===== src/rtl/shift_add_mult.sv =====
// Sequential shift-and-add unsigned multiplier: N-bit operands, 2N-bit product after N RUN cycles.
// Optional MULT_EARLY_EXIT_EN ends RUN as soon as the remaining multiplier bits are all zero.
module shift_add_mult #(
  parameter int unsigned N = 8
) (
  input  logic           i_clk,
  input  logic           i_clear_n,
  input  logic           i_start,
  input  logic [N-1:0]   i_a,
  input  logic [N-1:0]   i_b,
  output logic           o_busy,
  output logic           o_load,
  output logic [2*N-1:0] o_product
);

  localparam int unsigned CntW = (N > 2) ? $clog2(N) : 1;
  localparam logic [CntW-1:0] CntLast = CntW'(N - 1);

  typedef enum logic [1:0] {StIdle, StRun, StDone} state_e;

  state_e          r_state, w_state_nxt;
  logic [2*N-1:0]  r_mcand, w_mcand_nxt;
  logic [2*N-1:0]  r_acc, w_acc_nxt;
  logic [N-1:0]    r_mplier, w_mplier_nxt;
  logic [CntW-1:0] r_cnt, w_cnt_nxt;
  logic [N-1:0]    w_mplier_shift;
  logic            w_exit;

  assign w_mplier_shift = r_mplier >> 1;

`ifdef MULT_EARLY_EXIT_EN
  // No set bits left means every further step would add nothing.
  assign w_exit = (r_cnt == CntLast) || (w_mplier_shift == '0);
`else
  assign w_exit = (r_cnt == CntLast);
`endif

  always_comb begin
    w_state_nxt  = r_state;
    w_mcand_nxt  = r_mcand;
    w_mplier_nxt = r_mplier;
    w_acc_nxt    = r_acc;
    w_cnt_nxt    = r_cnt;
    unique case (r_state)
      StIdle: begin
        if (i_start) begin
          w_mcand_nxt  = {{N{1'b0}}, i_a};
          w_mplier_nxt = i_b;
          w_acc_nxt    = '0;
          w_cnt_nxt    = '0;
          w_state_nxt  = StRun;
        end
      end
      StRun: begin
        if (r_mplier[0]) begin
          w_acc_nxt = r_acc + r_mcand;
        end
        w_mcand_nxt  = r_mcand << 1;
        w_mplier_nxt = w_mplier_shift;
        w_cnt_nxt    = r_cnt + CntW'(1);
        if (w_exit) begin
          w_state_nxt = StDone;
        end
      end
      StDone: begin
        w_state_nxt = StIdle;
      end
      default: begin
        w_state_nxt = StIdle;
      end
    endcase
  end

  always_ff @(posedge i_clk or negedge i_clear_n) begin
    if (!i_clear_n) begin
      r_state  <= StIdle;
      r_mcand  <= '0;
      r_mplier <= '0;
      r_acc    <= '0;
      r_cnt    <= '0;
    end else begin
      r_state  <= w_state_nxt;
      r_mcand  <= w_mcand_nxt;
      r_mplier <= w_mplier_nxt;
      r_acc    <= w_acc_nxt;
      r_cnt    <= w_cnt_nxt;
    end
  end

  assign o_busy    = (r_state != StIdle);
  assign o_load    = (r_state == StDone);
  assign o_product = r_acc;

endmodule


===== config.mk =====
export PLATFORM = sky130hd
export DESIGN_NAME = shift_add_mult
export DESIGN_NICKNAME = d
export VERILOG_FILES = /design/src/rtl/shift_add_mult.sv
export SDC_FILE = /design/constraint.sdc
export NUM_CORES = 1
export LEC_CHECK = 0
export BUFFER_PORTS_ARGS = -buffer_cell sky130_fd_sc_hd__buf_2
export CAP_MARGIN = 20
export CORE_MARGIN = 2
export CORE_UTILIZATION = 61
export DETAILED_ROUTE_END_ITERATION = 7
export GPL_TIMING_DRIVEN = 0
export HOLD_SLACK_MARGIN = 0.03
export PLACE_DENSITY = 0.83
export SLEW_MARGIN = 20
export SYNTH_ARGS = -nofsm -noshare
export SYNTH_HDL_FRONTEND = slang
export SYNTH_SLANG_ARGS = --single-unit

===== constraint.sdc =====
create_clock -name i_clk -period 3.7 [get_ports i_clk]
set_input_delay 0.555 -clock i_clk [delete_from_list [all_inputs] [get_ports i_clk]]
set_output_delay 0.555 -clock i_clk [all_outputs]
set_load 0.005 [all_outputs]

==> results.md <==
- Register-to-register path setup slack: roughly 1.5 ns
- Classification of the worst-slack hold path: in -> async
- Cell Area, Synth: approximately 0.0026 mm^2
- Grt met1 use: about a third
- Detail-routed via count per cell: 5.81
- Max-capacitance violation count: 0
- Combinational fraction of design power: 53.9%
- Number of buffers created by CTS: 5
- Maximum VDD drop: approximately 0.60 mV
- Violation count after the first detailed-route iteration: 99
- Global Route Usage Sum: 24.4%
- Number of rows created at floorplan: 23
- Number of hold buffers added after cts: 0
- Required time reported for the critical path endpoint: 3.93 ns
- Crit path launch: r_mcand[0]
- Number of endpoints with negative hold slack in the final report: 0
- Most frequently used flop master after synthesis: sky130_fd_sc_hd__dfrtp_1
- Max-Slew Margin vs Limit: 62.5%
- Grt met2 use: 39.4%
- Root buffer cell: sky130_fd_sc_hd__clkbuf_8
- Setup_tns: 0 ns
- Power density of the placed cells: between 800 and 900 mW/mm^2
- Routed via count: 2052
- Aggregate routed wire length: 5360 um
- Vert. Die Dim: 69.1 um
- Layout cell share with drive strength beyond 1: between 15 and 20%
- Worst r2r dst: o_product[12]
- Critical path peak fanout: 4
- Highest clock rate: approximately 450 MHz
- Layout overhead on the synthesized area: 12.7%
- DR pass1 iterations: 4
- Crit path launch type: register
- CTS sink count: 45
- Final setup viols: 0
- Sequential cell area fraction in the yosys report: between 40 and 50%
- Reg2Reg Depth: 9
- Yosys top cell area share: 43.5%
- Worst clock skew: ~0.0043 ns
- GP Congestion: approximately 0.85
- Maximum number of pins on one net before global-route repair: 46
- Placement Cell Area: 0.00283 mm^2
- X dimension of the die: about 69 um
- Fin util: slightly above 70%
- Post-route antenna net violation count: 0
- Number of nets produced by synthesis: approximately 300
- Status: finished, final reports clean
- # diodes: 0
- Average cell area after synthesis: about 10 um^2
- Gate Count Post-Synth: 259
- Count of instances resized after the clock tree is built: 0
- Total count of max-transition violations in the final report: 0
- Area of the die: about 0.0048 mm^2
- Wire length of the first global-routing pass: 9390 um
- CTS tree: yes
- Slowest-stage cell, CP: sky130_fd_sc_hd__dfrtp_1
- Worst stage delay on the critical path: 0.44 ns
- Cell Int Power: about 1400 uW
- Share of the cycle needed by the critical path after routing: between 60% and 70%
- Nets@finish: roughly 340
- Post-synthesis cell type count: between 40 and 50
- Detailed-route DRC error count: 0
- Worst skew pair latency: 0.30 ns
- Final HPWL from detailed placement: between 3000 and 4000 um
- Total I/O pin count: 37
- Floorplan core area: about 0.0040 mm^2
- Count of buffers added by post-CTS timing repair for setup: 0
- Net switching power: ~1100 uW
- Post-CTS clock slew at the launch and capture registers of the worst setup and hold paths: around 0.08 ns
- Aggregate global routing overflow: 0
- H-tree depth reported by CTS: 2
- Crit path cell chain: ha_1 -> inv_1 -> fa_1 -> nor2b_1 -> o31ai_4 -> a21oi_1 -> a31oi_1 -> xor2_1 -> o21ai_1
- Fin crit period: approximately 2.2 ns
- Net switching fraction of the power: between 40% and 50%
- Clock share of power: between 10% and 20%
- Start-to-end type of the worst setup path: reg -> reg
- Capturing element of the worst setup path: o_product[12]
- Final design instance area without fill: around 0.0029 mm^2
- Number of global-route vias before repair: roughly 2.0k
- Initial antenna violation count: 0
- Share of total power in sequential cells: 34.2%
- Library cell occupying the most area in the post-synthesis netlist: sky130_fd_sc_hd__dfrtp_1
- Worst Path Arrival: around 2.5 ns
- Port Buf Inserts: 36
- Count of warnings emitted by yosys: 0
- Busiest grt layer: met2
- Cells taking the most area after synthesis: sky130_fd_sc_hd__dfrtp_1, sky130_fd_sc_hd__ha_1, sky130_fd_sc_hd__nand2_1
- Most common cell after layout, fill and taps aside: sky130_fd_sc_hd__dfrtp_1
- Static Leak: approximately 0.0015 uW
- Kind of end point of the critical path: register
- Setup repair after global routing missed its margin: false
- Initial standard-cell utilization of the core: between 60% and 70%
- Global-route track usage on met3: under 10%
- Commonest cells after routing, fill and taps aside: sky130_fd_sc_hd__dfrtp_1, sky130_fd_sc_hd__nand2_1, sky130_fd_sc_hd__buf_2
- Number of flops mapped to enable cells by yosys: 0
- Slew of the pin with the lowest slew margin: ~0.56 ns
- Routed length per instance: 15.2 um
- Buffer levels on the longest clock path: 2
- Total of flip-flops plus latches after synthesis: 45
- Launch instance of the worst register-to-register path: r_mcand[0]
- Share of synthesized registers carrying an async set or reset: 100%
[cells by family after synthesis]
kind of cell               Yosys count  synth area share [%]
AOI/OAI and AO/OA                   85                  22.1
DFF                                 45                  43.5
xor gates and xnor gates            12                  4.06
and+or+nand+nor                     69                  12.8
adders and majority gates           18                  8.99
muxes                               16                  6.19
buffers and inverters               14                  2.37
[flip-flops by register name, summed over array words and instances (netlist names)]
| signal | cells |
|---|---|
| o_product | 16 |
| r_mcand | 16 |
| r_mplier | 8 |
| r_cnt | 3 |
| r_state | 2 |
[how the worst min path moves through the flow]
stage,from,to,slack (ns),cells after the start
floorplan,i_clear_n,o_product[0],0.26,0
global placement,r_mplier[1],r_mplier[1],0.46,2
detailed placement,r_mplier[5],r_mplier[5],0.47,2
CTS,i_clear_n,o_product[11],0.44,1
global route,i_clear_n,o_product[11],0.30,1
finish,i_clear_n,o_product[7],0.24,1
[metal layers]
metal	wire, um	up-vias	part of all wire (%)
li1	-	1025	-
met1	2510	969	47
met2	2550	50	48
met3	227	8	4.2
met4	70	0	1.3
met5	0	-	0
[final cells by class]
class / instances / area [um^2]
Multi-Input combinational cell: 200 / 1400
Sequential cell: 45 / 1130
Fill cell: 324 / 1110
Timing Repair Buffer: 36 / 183
Clock buffer: 7 / 76.3
Tap cell: 50 / 62.6
Buffer: 11 / 50.0
Inverter: 3 / 11.3
Clock inverter: 1 / 7.51
[power by group through the flow]
stage	registers [uW]	clock network, uW	logic (uW)
after floorplan	834	0	1060
after global placement	869	0	1330
after detailed placement	876	0	1370
after CTS	868	311	1370
after global routing	897	324	1560
final	869	302	1370
[stage by stage]
stage | power [uW] | cells | worst slack (ns) | hold WS [ns]
floorplan | 1890 | 259 | 1.79 | 0.259
global placement | 2200 | 345 | 1.50 | 0.464
detailed placement | 2250 | 345 | 1.46 | 0.470
CTS | 2550 | 353 | 1.44 | 0.442
global route | 2780 | 353 | 1.32 | 0.295
finish | 2540 | 353 | 1.45 | 0.238
[worst max-delay path: cells and delay by family (launching register included)]
kind                       cells  cell delay (ns)
xor gates and xnor gates       1             0.15
DFF                            1             0.44
buffers and inverters          1             0.06
adders and majority gates      2             0.60
AOI/OAI and AO/OA              4             0.59
and+or+nand+nor                1             0.32
[synth_stat cells, types with 2 or more instances]
master and count:
sky130_fd_sc_hd__nor3_1 2, sky130_fd_sc_hd__a21o_1 5, sky130_fd_sc_hd__clkbuf_1 6, sky130_fd_sc_hd__ha_1 17, sky130_fd_sc_hd__a21oi_1 13, sky130_fd_sc_hd__xnor2_1 3
sky130_fd_sc_hd__o21bai_1 3, sky130_fd_sc_hd__nor2_1 4, sky130_fd_sc_hd__o21ai_0 28, sky130_fd_sc_hd__nand2_1 43, sky130_fd_sc_hd__o21ai_1 8, sky130_fd_sc_hd__nor2b_1 8
sky130_fd_sc_hd__mux2i_1 16, sky130_fd_sc_hd__xor2_1 9, sky130_fd_sc_hd__buf_2 4, sky130_fd_sc_hd__inv_1 3, sky130_fd_sc_hd__a22o_1 10, sky130_fd_sc_hd__and3_1 3
sky130_fd_sc_hd__dfrtp_1 45, sky130_fd_sc_hd__a31oi_1 3
Power figures use the tool's default switching activity.
